### src/rtl/uart_tx_fifo_eng.sv
// UART transmit engine with a DEPTH-entry FIFO, table-driven baud and 7/8 data, parity, 1/2 stop framing.
// Latency: write at cycle N -> EMPTY low at N+1, pop at N+1, start bit (TX=0, BUSY=1) at N+2.
// Backpressure: o_txrdy low while the FIFO is full; writes seen while full are dropped and set sticky o_overflow.
//
// Ports:
//   i_clk, i_reset        clock (rising edge) and synchronous active-high reset
//   i_baud[3:0]           baud code 0..10 = 300..460800, 11..15 = 921600
//   i_eight, i_parity_en, i_odd_n_even, i_two_stop   frame format, latched at frame start
//   i_out_port[7:0], i_write_0                        push data and one-cycle push strobe
//   i_send_break          (only with UART_TX_BREAK_EN) hold the line low while idle
//   o_txrdy, o_empty, o_level   registered FIFO status
//   o_busy, o_done, o_overflow, o_tx   frame status, end-of-frame pulse, dropped-write flag, serial line
//
// Optional feature macro: UART_TX_BREAK_EN (adds i_send_break and the BREAK/MARK states).

module uart_tx_fifo_eng #(
    parameter int CLK_FREQ = 100_000_000,
    parameter int DEPTH    = 8
) (
    input  logic                     i_clk,
    input  logic                     i_reset,
    input  logic [3:0]               i_baud,
    input  logic                     i_eight,
    input  logic                     i_parity_en,
    input  logic                     i_odd_n_even,
    input  logic                     i_two_stop,
    input  logic [7:0]               i_out_port,
    input  logic                     i_write_0,
`ifdef UART_TX_BREAK_EN
    input  logic                     i_send_break,
`endif
    output logic                     o_txrdy,
    output logic                     o_empty,
    output logic [$clog2(DEPTH):0]   o_level,
    output logic                     o_busy,
    output logic                     o_done,
    output logic                     o_overflow,
    output logic                     o_tx
);

    localparam int AW = $clog2(DEPTH);
    localparam int LW = AW + 1;

    typedef enum logic [2:0] {
        S_IDLE   = 3'd0,
        S_START  = 3'd1,
        S_DATA   = 3'd2,
        S_PARITY = 3'd3,
        S_STOP   = 3'd4
`ifdef UART_TX_BREAK_EN
        ,
        S_BREAK  = 3'd5,
        S_MARK   = 3'd6
`endif
    } state_t;

    // Bit-time divisor for a baud code; every branch folds to a constant.
    function automatic logic [31:0] f_div(input logic [3:0] code);
        logic [31:0] d;
        case (code)
            4'd0:    d = 32'(CLK_FREQ / 300);
            4'd1:    d = 32'(CLK_FREQ / 1200);
            4'd2:    d = 32'(CLK_FREQ / 2400);
            4'd3:    d = 32'(CLK_FREQ / 4800);
            4'd4:    d = 32'(CLK_FREQ / 9600);
            4'd5:    d = 32'(CLK_FREQ / 19200);
            4'd6:    d = 32'(CLK_FREQ / 38400);
            4'd7:    d = 32'(CLK_FREQ / 57600);
            4'd8:    d = 32'(CLK_FREQ / 115200);
            4'd9:    d = 32'(CLK_FREQ / 230400);
            4'd10:   d = 32'(CLK_FREQ / 460800);
            default: d = 32'(CLK_FREQ / 921600);
        endcase
        return d;
    endfunction

    // ---------------------------------------------------------------- FIFO
    logic [7:0]    r_mem [DEPTH];
    logic [AW-1:0] r_wr_ptr;
    logic [AW-1:0] r_rd_ptr;
    logic [LW-1:0] r_level;
    logic          r_txrdy;
    logic          r_empty;
    logic          r_overflow;

    logic          w_push;
    logic          w_pop;
    logic [LW-1:0] w_level_nxt;
    logic [7:0]    w_head;
    logic [7:0]    w_head_m;

    // Full is taken from the registered status, so a write in the same cycle
    // as a pop from a full FIFO is still dropped.
    assign w_push      = i_write_0 && r_txrdy;
    assign w_level_nxt = r_level + LW'(w_push) - LW'(w_pop);
    assign w_head      = r_mem[r_rd_ptr];
    assign w_head_m    = i_eight ? w_head : {1'b0, w_head[6:0]};

    always_ff @(posedge i_clk) begin
        if (i_reset) begin
            r_wr_ptr   <= '0;
            r_rd_ptr   <= '0;
            r_level    <= '0;
            r_txrdy    <= 1'b1;
            r_empty    <= 1'b1;
            r_overflow <= 1'b0;
        end else begin
            if (w_push) r_wr_ptr <= r_wr_ptr + AW'(1);
            if (w_pop)  r_rd_ptr <= r_rd_ptr + AW'(1);
            r_level <= w_level_nxt;
            r_txrdy <= (w_level_nxt != LW'(DEPTH));
            r_empty <= (w_level_nxt == '0);
            if (i_write_0 && !r_txrdy) r_overflow <= 1'b1;
        end
    end

    // Storage needs no reset: the cleared pointers make every entry invalid.
    always_ff @(posedge i_clk) begin
        if (w_push) r_mem[r_wr_ptr] <= i_out_port;
    end

    // ---------------------------------------------------------------- FSM
    state_t      r_state;
    state_t      w_state_nxt;
    logic [31:0] r_cnt;       // clocks elapsed in the current bit
    logic [31:0] r_bt;        // latched bit time
    logic [7:0]  r_shift;     // data bits, LSB goes out first
    logic [2:0]  r_bit_idx;
    logic [2:0]  r_last_idx;  // 6 for 7-bit frames, 7 for 8-bit frames
    logic        r_par_en;
    logic        r_par;
    logic        r_two_stop;
    logic        r_stop_idx;
    logic        w_bit_end;
    logic        w_tx;
    logic        w_done;

    assign w_bit_end = (r_cnt == r_bt - 32'd1);

    always_ff @(posedge i_clk) begin
        if (i_reset) r_state <= S_IDLE;
        else         r_state <= w_state_nxt;
    end

    always_comb begin
        w_state_nxt = r_state;
        w_pop       = 1'b0;
        w_done      = 1'b0;
        w_tx        = 1'b1;
        case (r_state)
            S_IDLE: begin
`ifdef UART_TX_BREAK_EN
                if (i_send_break) begin
                    w_state_nxt = S_BREAK;
                end else
`endif
                if (!r_empty) begin
                    w_state_nxt = S_START;
                    w_pop       = 1'b1;
                end
            end
            S_START: begin
                w_tx = 1'b0;
                if (w_bit_end) w_state_nxt = S_DATA;
            end
            S_DATA: begin
                w_tx = r_shift[0];
                if (w_bit_end && (r_bit_idx == r_last_idx))
                    w_state_nxt = r_par_en ? S_PARITY : S_STOP;
            end
            S_PARITY: begin
                w_tx = r_par;
                if (w_bit_end) w_state_nxt = S_STOP;
            end
            S_STOP: begin
                // The stop index reaches r_two_stop on the final stop bit.
                if (w_bit_end && (r_stop_idx == r_two_stop)) begin
                    w_state_nxt = S_IDLE;
                    w_done      = 1'b1;
                end
            end
`ifdef UART_TX_BREAK_EN
            S_BREAK: begin
                w_tx = 1'b0;
                if (!i_send_break) w_state_nxt = S_MARK;
            end
            S_MARK: begin
                if (w_bit_end) w_state_nxt = S_IDLE;
            end
`endif
            default: w_state_nxt = S_IDLE;
        endcase
    end

    // Bit timer, shift register and per-frame configuration.
    always_ff @(posedge i_clk) begin
        if (i_reset) begin
            r_cnt      <= '0;
            r_bt       <= '0;
            r_shift    <= '0;
            r_bit_idx  <= '0;
            r_last_idx <= '0;
            r_par_en   <= 1'b0;
            r_par      <= 1'b0;
            r_two_stop <= 1'b0;
            r_stop_idx <= 1'b0;
        end else begin
            // Timer restarts on every bit boundary and every state change.
            if ((w_state_nxt != r_state) || w_bit_end) r_cnt <= '0;
            else                                        r_cnt <= r_cnt + 32'd1;

            if (w_pop) begin
                r_shift    <= w_head_m;
                r_bt       <= f_div(i_baud);
                r_last_idx <= i_eight ? 3'd7 : 3'd6;
                r_par_en   <= i_parity_en;
                r_par      <= (^w_head_m) ^ i_odd_n_even;
                r_two_stop <= i_two_stop;
                r_bit_idx  <= '0;
                r_stop_idx <= 1'b0;
            end
`ifdef UART_TX_BREAK_EN
            else if ((r_state == S_IDLE) && (w_state_nxt == S_BREAK)) begin
                // Mark time after a break uses the baud selected at break start.
                r_bt <= f_div(i_baud);
            end
`endif
            else if ((r_state == S_DATA) && w_bit_end) begin
                r_shift   <= {1'b0, r_shift[7:1]};
                r_bit_idx <= r_bit_idx + 3'd1;
            end else if ((r_state == S_STOP) && w_bit_end) begin
                r_stop_idx <= 1'b1;
            end
        end
    end

    // ---------------------------------------------------------------- outputs
    // o_tx and o_done decode registered state only; they never depend on inputs.
    assign o_txrdy    = r_txrdy;
    assign o_empty    = r_empty;
    assign o_level    = r_level;
    assign o_overflow = r_overflow;
    assign o_busy     = (r_state != S_IDLE);
    assign o_done     = w_done;
    assign o_tx       = w_tx;

endmodule

### config.mk
export PLATFORM = sky130hd
export DESIGN_NAME = uart_tx_fifo_eng
export DESIGN_NICKNAME = d
export VERILOG_FILES = /design/src/rtl/uart_tx_fifo_eng.sv
export SDC_FILE = /design/constraint.sdc
export NUM_CORES = 1
export LEC_CHECK = 0
export BUFFER_PORTS_ARGS = -buffer_cell sky130_fd_sc_hd__buf_4
export CAP_MARGIN = 15
export CORE_MARGIN = 1
export CORE_UTILIZATION = 29
export DETAILED_ROUTE_END_ITERATION = 6
export GPL_ROUTABILITY_DRIVEN = 0
export PLACE_DENSITY_LB_ADDON = 0.25
export SETUP_SLACK_MARGIN = 0.15
export SKIP_LAST_GASP = 1
export SLEW_MARGIN = 20
export SYNTH_ARGS = -nofsm -noshare
export SYNTH_HDL_FRONTEND = slang
export SYNTH_SLANG_ARGS = --single-unit
### constraint.sdc
create_clock -name i_clk -period 4.53 [get_ports i_clk]
set_input_delay 0.6795 -clock i_clk [delete_from_list [all_inputs] [get_ports i_clk]]
set_output_delay 0.6795 -clock i_clk [all_outputs]
set_load 0.005 [all_outputs]
After elaboration in Yosys (flattened, before gate mapping)
Memory sizes are Yosys's and may differ from the RTL's. A register that Yosys moved wholly into a read port is not among the register bits.
Cells that the tools add are included.
{"block": "classes", "add_sub_neg": 7, "mul": 0, "div_mod_pow": 0, "order_cmp": 0, "n_eq_ne": 9, "shifts": 0, "n_mux": 20, "bitwise_logic": 2, "reduce_logical": 16}
{"operator": "$add A32 B1 Y32 const B", "count": 1}
{"operator": "$eq A32 B32 Y1", "count": 1}
{"operator": "$sub A32 B1 Y32 const B", "count": 1}
{"operator": "$mux W3", "count": 8}
{"operator": "$mux W8", "count": 3}
{"operator": "$pmux W3 S5", "count": 1}
{"operator": "$add A3 B1 Y3 const B", "count": 3}
{"operator": "$reduce_xor A8 Y1", "count": 1}
{"operator": "$mux W1", "count": 7}
{"operator": "$eq A3 B2 Y1 const B", "count": 2}
{"operator": "$logic_and A1 B1 Y1", "count": 6}
{"operator": "$add A4 B1 Y4", "count": 1}
{"operator": "$logic_not A4 Y1", "count": 1}
{"operator": "$ne A4 B4 Y1 const B", "count": 1}
{"operator": "$reduce_or A2 Y1", "count": 2}
{"operator": "$sub A4 B1 Y4", "count": 1}
{"operator": "$eq A3 B1 Y1 const B", "count": 1}
{"operator": "$eq A3 B3 Y1", "count": 1}
{"operator": "$eq A3 B3 Y1 const B", "count": 1}
{"operator": "$logic_not A3 Y1", "count": 1}
{"operator": "$ne A3 B3 Y1", "count": 1}
{"operator": "$pmux W1 S3", "count": 1}
{"operator": "$reduce_bool A3 Y1", "count": 1}
{"operator": "$reduce_and A2 Y1", "count": 1}
{"operator": "other kinds (6)", "count": 6}
{"block": "word_totals", "reg_bits": 98, "latch_bits": 0, "ram_bits": 64, "mem_bits_ro": 288, "output_inout_bits": 10, "memories": 2}
{"memory": "(name not given)", "depth": 16, "width": 18, "rd": 1, "rd_ports_with_merged_regs": 1, "write_ports": 0, "line": "60", "text": "case (code)"}
{"memory": "r_mem", "depth": 8, "width": 8, "rd": 1, "rd_ports_with_merged_regs": 1, "write_ports": 1, "line": "78", "text": "logic [7:0] r_mem [DEPTH];"}

Depth between registers and ports, before layout
Gate-level depths: netlist of the first run.
{"block": "depth", "ltp_word": 8, "mapped_depth": 16}

Worst setup path before layout of the first run
No wires, ideal clock.
{"block": "synth_timing", "path_type": "register to output", "start": "reg r_bt[2]", "end": "out o_done", "arrival_ns": 2.802, "required_ns": 3.851, "path_slack_ns": 1.049, "path_stages_with_launch": 11, "path_cell_list": "dfxtp_1 or4_1 buf_2 or4_1 buf_2 nor4_4 nor3_1 nor4_2 o2111ai_1 clkbuf_1 nor3_1"}
{"block": "synth_between", "elab_chain_cells": 5}
{"item": "start: declaration", "line": "126", "text": "logic [31:0] r_bt;"}
{"item": "$sub A32 B1 Y32", "line": "138", "text": "assign w_bit_end = (r_cnt == r_bt - 32'd1);"}
{"item": "$eq A32 B32 Y1", "line": "138"}
{"item": "$logic_and A1 B1 Y1", "line": "177", "text": "if (w_bit_end && (r_stop_idx == r_two_stop)) begin"}
{"item": "$mux W1", "line": "177"}
{"item": "$mux W1", "line": "150", "text": "case (r_state)"}
{"item": "end: declaration", "line": "36", "text": "output logic o_done,"}
Every way passes these cells.

Worst setup path in the final report of the first run
Same ends and word-level chain as after synthesis.

==> flow_metrics.env, run 1 <==
export IMPL_worstPathCellList="or4_1, or4_4, nor4_4, nor3_1, nor4_2, o2111ai_1, nor3_1, buf_4"
export IMPL_crit_type="flop to output port"
export IMPL_maxSlewHeadroom=0.382
export IMPL_syn_nets=723
export IMPL_yosysMostFrequentCell="nor2_1"
export IMPL_avgViaCountPerCell=4.73
export IMPL_p_leak_nw=2.89
export IMPL_num_rows=57
export IMPL_fin_crit_ps=4230
export IMPL_crit_reg2reg_capture="r_cnt[10]$_SDFF_PP0_"
export IMPL_drt_total_wl_mm=15.8
export IMPL_clockBufferDepth=2
export IMPL_cp_max_fo=10
export IMPL_worst_ep_required_time_ps=3850
export IMPL_status="completed"
export IMPL_grt_pass1_vias=4724
export IMPL_synth_top_area_cell="edfxtp_1"
export IMPL_gr_usage_all_layers=0.132
export IMPL_syn2layout_area_growth_pct=16.4
export IMPL_seq_area_frac_synth=0.511
export IMPL_drc_errors=0
export IMPL_synth_ff_type="dfxtp_1"
export IMPL_setup_viol=0
export IMPL_clk_latency_ps=440
export IMPL_cp_arrival_ps=3550
export IMPL_wl_per_cell_um=15.1
export IMPL_synth_cells=690
export IMPL_drt_iter0_markers=263
export IMPL_ys_warn_count=0
export IMPL_initial_core_util=0.294
export IMPL_crit_end="o_done"
export IMPL_ios=29
export IMPL_gr_total_overflow=0
export IMPL_powerDensity_nw_per_um2=551
export IMPL_maxCapViolations=0
export IMPL_syn_area_um2=7130
export IMPL_netlist_area_leader_share=0.269
export IMPL_antenna_found_initial=0
export IMPL_final_max_slew_violation_count=0
export IMPL_timing_fmax_mhz=236
export IMPL_ys_types=54
export IMPL_cts_root_buffer="clkbuf_16"
export IMPL_cts_sinks=150
export IMPL_drive_above_1_share=0.136
export IMPL_worst_path_most_repeated_cell="nor3_1"
export IMPL_worst_pin_slew_ps=924
export IMPL_dpl_hpwl_mm=10.6
export IMPL_grt_first_pass_wirelength_mm=25.6
export IMPL_synth_area_top_cells="edfxtp_1 27%, dfxtp_1 24%, xnor2_1 4.9%"
export IMPL_async_flop_share=0
export IMPL_r2r_start="r_bt[2]$_SDFFE_PP0P_"
export IMPL_insertedDiodeCount=0
export IMPL_htree_num_levels=4
export IMPL_drt_pass1_iterations=4
export IMPL_ant_nets=0
export IMPL_cp_start_kind="flop"
export IMPL_avgSynthCellArea_um2=10.3
export IMPL_clk_pin_slew_worst_paths_ps=80
export IMPL_synth_common_cells="87 x nor2_1, 86 x dfxtp_1, 64 x edfxtp_1"
export IMPL_end_kind="output port"
export IMPL_crit_start="r_bt[2]$_SDFFE_PP0P_"
export IMPL_timing_hold_ws_ps=462
export IMPL_ys_seq_elements=150
export IMPL_io_buffers=28
export IMPL_synth_edf_count=64
export IMPL_cp_slowest_cell="or4_1"
export IMPL_holdCritPathClass="input pin to flop"
export IMPL_grt_max_degree=51
export IMPL_finalSetupTns_ps=0
export IMPL_hold_viol=0
export IMPL_cts_tree="done"
export IMPL_ir_worst_vdd_v=0.000248
export IMPL_post_cts_buffers=0
export IMPL_vias=4928
export IMPL_die_w_um=159
export IMPL_core_um2=24200
export IMPL_nets=738
export IMPL_cpPeakStageDelay_ps=730
export IMPL_cts_inserted_buffers=17
export IMPL_post_route_period_util=0.934
export IMPL_rsz0062_at_grt="no"
export IMPL_die_h_um=159
export IMPL_reg2reg_depth=10
export IMPL_r2r_setup_slack_ps=980
export IMPL_nFillCells=2434
export IMPL_die_area_um2=25200
export IMPL_finClkSkew_ps=14.6
worst min-delay path by stage:
stage,end,start,depth (start not counted)
after detailed placement,r_shift[0]$_SDFFE_PP0P_,r_shift[0]$_SDFFE_PP0P_,2
after global placement,r_shift[0]$_SDFFE_PP0P_,r_shift[0]$_SDFFE_PP0P_,2
final,r_mem[4][5]$_DFFE_PP_,i_out_port[5],1
after floorplan,r_shift[0]$_SDFFE_PP0P_,r_shift[0]$_SDFFE_PP0P_,2
after CTS,r_mem[4][5]$_DFFE_PP_,i_out_port[5],1
after global routing,r_mem[5][7]$_DFFE_PP_,i_out_port[7],1
registers in the layout (all words and copies together), names as in the netlist, named ones only:
name,cells
r_wr_ptr,3
o_level,4
r_last_idx,2
r_shift,8
r_bit_idx,3
r_par,1
r_rd_ptr,3
r_par_en,1
r_stop_idx,1
o_txrdy,1
r_bt,18
r_mem,64
r_state,3
o_empty,1
r_cnt,32
r_two_stop,1
o_overflow,1
area by class of cell:
type / instances / area [um^2] / area share
Inverter: 22 / 82.6 / 0.00995
Tap cell: 324 / 405 / 0.0488
Timing Repair Buffer: 35 / 263 / 0.0317
Clock buffer: 17 / 425 / 0.0513
Multi-Input combinational cell: 479 / 3280 / 0.396
Clock inverter: 15 / 196 / 0.0237
Sequential cell: 150 / 3640 / 0.439
where the power goes:
part	internal [mW]	total (mW)	switching [mW]
sequential	1.58	1.76	0.179
combinational	0.639	1.39	0.747
clock	0.753	1.43	0.677
total	2.97	4.58	1.60
through the flow:
step | cells | area [um^2] | util | power (mW) | setup slack (ps)
floorplan | 690 | 7130 | - | 2.82 | 1050
finish | 1042 | 8300 | 0.342 | 4.58 | 298
global route | 1042 | 8300 | 0.342 | 4.89 | 154
global placement | 1010 | 7670 | 0.316 | 3.18 | 748
CTS | 1042 | 8290 | 0.342 | 4.64 | 183
detailed placement | 1010 | 7670 | 0.316 | 3.19 | 666
placed cells by master, fill, tap and decap left out, drive strengths merged, types with 5 or more instances in the layout:
| cell | n |
|---|---|
| nor2 | 87 |
| dfxtp | 86 |
| edfxtp | 64 |
| nand2 | 42 |
| a21oi | 42 |
| xnor2 | 40 |
| buf | 35 |
| xor2 | 30 |
| inv | 28 |
| mux2i | 26 |
| nor3 | 26 |
| nand3 | 24 |
| o21ai | 19 |
| clkbuf | 17 |
| nor4 | 17 |
| ha | 13 |
| mux4 | 12 |
| nand2b | 10 |
| a21o | 9 |
| clkinv | 9 |
| nand4 | 8 |
| a31oi | 8 |
| or4 | 7 |
| or3 | 6 |
| and4 | 5 |
| o221ai | 5 |
critical path, delay by kind of cell, from the launching register on:
family	cells	cell delay, ps
simple gates	6	2410
flops	1	350
compound gates	1	190
buf+inv	1	180
cells by family (layout without fill, tap and decap cells):
kind of cell,count (synthesis),in the layout,share of synthesized area
and+or+nand+nor,247,247,0.172
DFF,150,150,0.511
AOI/OAI and AO/OA,108,108,0.0949
xor gates and xnor gates,70,70,0.0860
buffers and inverters,61,89,0.0332
muxes,40,40,0.0775
adders and majority gates,14,14,0.0256
metal layers:
metal | routed length (um) | global-route usage | up-vias
met2 | 7530 | 0.216 | 64
met5 | 0 | 0 | -
met4 | 203 | 0.0419 | 0
met3 | 458 | 0.0316 | 18
li1 | - | - | 2516
met1 | 7560 | 0.169 | 2330
repair_timing:
item | CTS | global route
hold buffers | 0 | 0
resized for setup | 0 | 2
endpoints found under the setup margin | 0 | 1
No activity file was read; power rests on OpenSTA's default activity.
==> run 2: changes to the inputs <==
RECOVER_POWER = 25   (was not set)
==> run 2 against run 1 <==
Sequential share of layout area is 0.16 points higher; first-iteration DRC count is 8.4% higher; sequential cell count stayed put; largest power group unchanged.
==> flow_metrics.env, run 2 (synthesized netlist as in run 1, its figures left out) <==
export IMPL_timing_fmax_mhz=237
export IMPL_status="completed"
export IMPL_min_to="r_shift[0]$_SDFFE_PP0P_"
export IMPL_drt_iter0_markers=285
export IMPL_multi_input_comb_area_um2=3280
export IMPL_r2r_start="r_bt[2]$_SDFFE_PP0P_"
export IMPL_grt_first_pass_wirelength_mm=25.6
export IMPL_maxCapViolations=0
export IMPL_final_max_slew_violation_count=0
export IMPL_final_common_cell="nor2_1"
export IMPL_drive_above_1_share=0.125
export IMPL_top_regs="r_mem: 64 flops, r_cnt: 32 flops, r_bt: 18 flops"
export IMPL_initial_core_util=0.294
export IMPL_cpPeakStageDelay_ps=720
export IMPL_holdCritPathClass="flop to flop"
export IMPL_post_route_period_util=0.933
export IMPL_dpl_hpwl_mm=10.6
export IMPL_worst_ep_required_time_ps=3850
export IMPL_seq_area_um2=3640
export IMPL_drt_pass1_iterations=4
export IMPL_nFillCells=2446
export IMPL_p_leak_nw=2.86
export IMPL_regMostFlops="r_mem"
export IMPL_gr_usage_all_layers=0.132
export IMPL_crit_type="flop to output port"
export IMPL_antenna_found_initial=0
export IMPL_avgViaCountPerCell=4.71
export IMPL_cp_arrival_ps=3540
export IMPL_cts_inserted_buffers=17
export IMPL_maxSlewHeadroom=0.377
export IMPL_syn2layout_area_growth_pct=16.0
export IMPL_ant_nets=0
export IMPL_cp_slowest_cell="or4_1"
export IMPL_insertedDiodeCount=0
export IMPL_clk_latency_ps=440
export IMPL_cts_hold_fix_buffers=0
export IMPL_largest_reg_flops=64
export IMPL_powerDensity_nw_per_um2=553
export IMPL_finalSetupTns_ps=0
export IMPL_cts_sinks=150
export IMPL_timing_hold_ws_ps=464
export IMPL_cp_max_fo=10
export IMPL_die_w_um=159
export IMPL_cts_root_buffer="clkbuf_16"
export IMPL_reg2reg_depth=10
export IMPL_htree_num_levels=4
export IMPL_hold_viol=0
export IMPL_crit_reg2reg_capture="r_cnt[14]$_SDFF_PP0_"
export IMPL_clockBufferDepth=2
export IMPL_wl_per_cell_um=15.1
export IMPL_die_h_um=159
export IMPL_core_um2=24200
export IMPL_worstPathCellList="or4_1, or4_4, nor4_4, nor3_1, nor4_2, o2111ai_1, nor3_1, buf_4"
export IMPL_nets=738
export IMPL_worst_path_most_repeated_cell="nor3_1"
export IMPL_ios=29
export IMPL_r2r_setup_slack_ps=990
export IMPL_io_buffers=28
export IMPL_hold_path_depth=2
export IMPL_num_rows=57
export IMPL_final_util=0.341
export IMPL_drc_errors=0
export IMPL_grt_max_degree=51
export IMPL_hold_start="r_shift[0]$_SDFFE_PP0P_"
export IMPL_cp_start_kind="flop"
export IMPL_die_area_um2=25200
export IMPL_gr_total_overflow=0
export IMPL_rsz0062_at_grt="no"
export IMPL_final_cell_mix="87 x nor2_1, 85 x dfxtp_1, 64 x edfxtp_1"
export IMPL_post_cts_buffers=0
export IMPL_worst_pin_slew_ps=931
export IMPL_setup_viol=0
export IMPL_clk_pin_slew_worst_paths_ps=70
export IMPL_cts_resized=0
export IMPL_end_kind="output port"
export IMPL_ir_worst_vdd_v=0.000246
export IMPL_finClkSkew_ps=14.6
export IMPL_cts_tree="done"
export IMPL_grt_pass1_vias=4724
export IMPL_vias=4911
export IMPL_fin_crit_ps=4220
export IMPL_drt_total_wl_mm=15.8
[run 2: cell count changes in the layout (fill, tap and decap cells not counted)]
cell / previous run / this run
clkbuf_1: 0 / 8
buf_4: 35 / 27
[run 2: critical path, delay by kind of cell, from the launching register on]
family / cells / cell delay (ps)
compound gates: 1 / 190
buf+inv: 1 / 180
flops: 1 / 350
simple gates: 6 / 2400
[run 2: power breakdown]
part,internal [mW],switching (mW)
sequential,1.58,0.180
clock,0.754,0.678
combinational,0.636,0.749
total,2.97,1.61
[run 2: layout make-up]
| cell class | instances | share of cell area |
|---|---|---|
| clock buffers | 17 | 0.0514 |
| clock inverters | 15 | 0.0238 |
| inverters | 22 | 0.00998 |
| multi-input cells | 479 | 0.397 |
| flip-flops and latches | 150 | 0.441 |
| well taps | 324 | 0.0490 |
| repair buffers | 35 | 0.0281 |
[run 2: how the worst max path moves through the flow]
stage	slack, ps	to	cells after the start	from
floorplan	1050	o_done	10	r_bt[2]$_SDFFE_PP0P_
global placement	750	o_done	8	r_bt[2]$_SDFFE_PP0P_
detailed placement	670	o_done	8	r_bt[2]$_SDFFE_PP0P_
CTS	180	o_done	8	r_bt[2]$_SDFFE_PP0P_
global route	150	o_done	8	r_bt[2]$_SDFFE_PP0P_
finish	310	o_done	8	r_bt[2]$_SDFFE_PP0P_
[run 2: through the flow]
step           std cells  total power [mW]  area [um^2]  worst slack [ps]
2_1_floorplan        690              2.82         7130              1050
3_3_place_gp        1010              3.18         7670               748
3_5_place_dp        1010              3.19         7670               666
4_1_cts             1042              4.64         8290               183
5_1_grt             1042              4.89         8270               154
6_report            1042              4.58         8270               306
[run 2: per-layer routing]
| metal | global-route usage | wire [um] | up-vias |
|---|---|---|---|
| met1 | 0.169 | 7540 | 2315 |
| met4 | 0.0419 | 198 | 0 |
| met2 | 0.216 | 7570 | 66 |
| li1 | - | - | 2512 |
| met5 | 0 | 0 | - |
| met3 | 0.0316 | 477 | 18 |
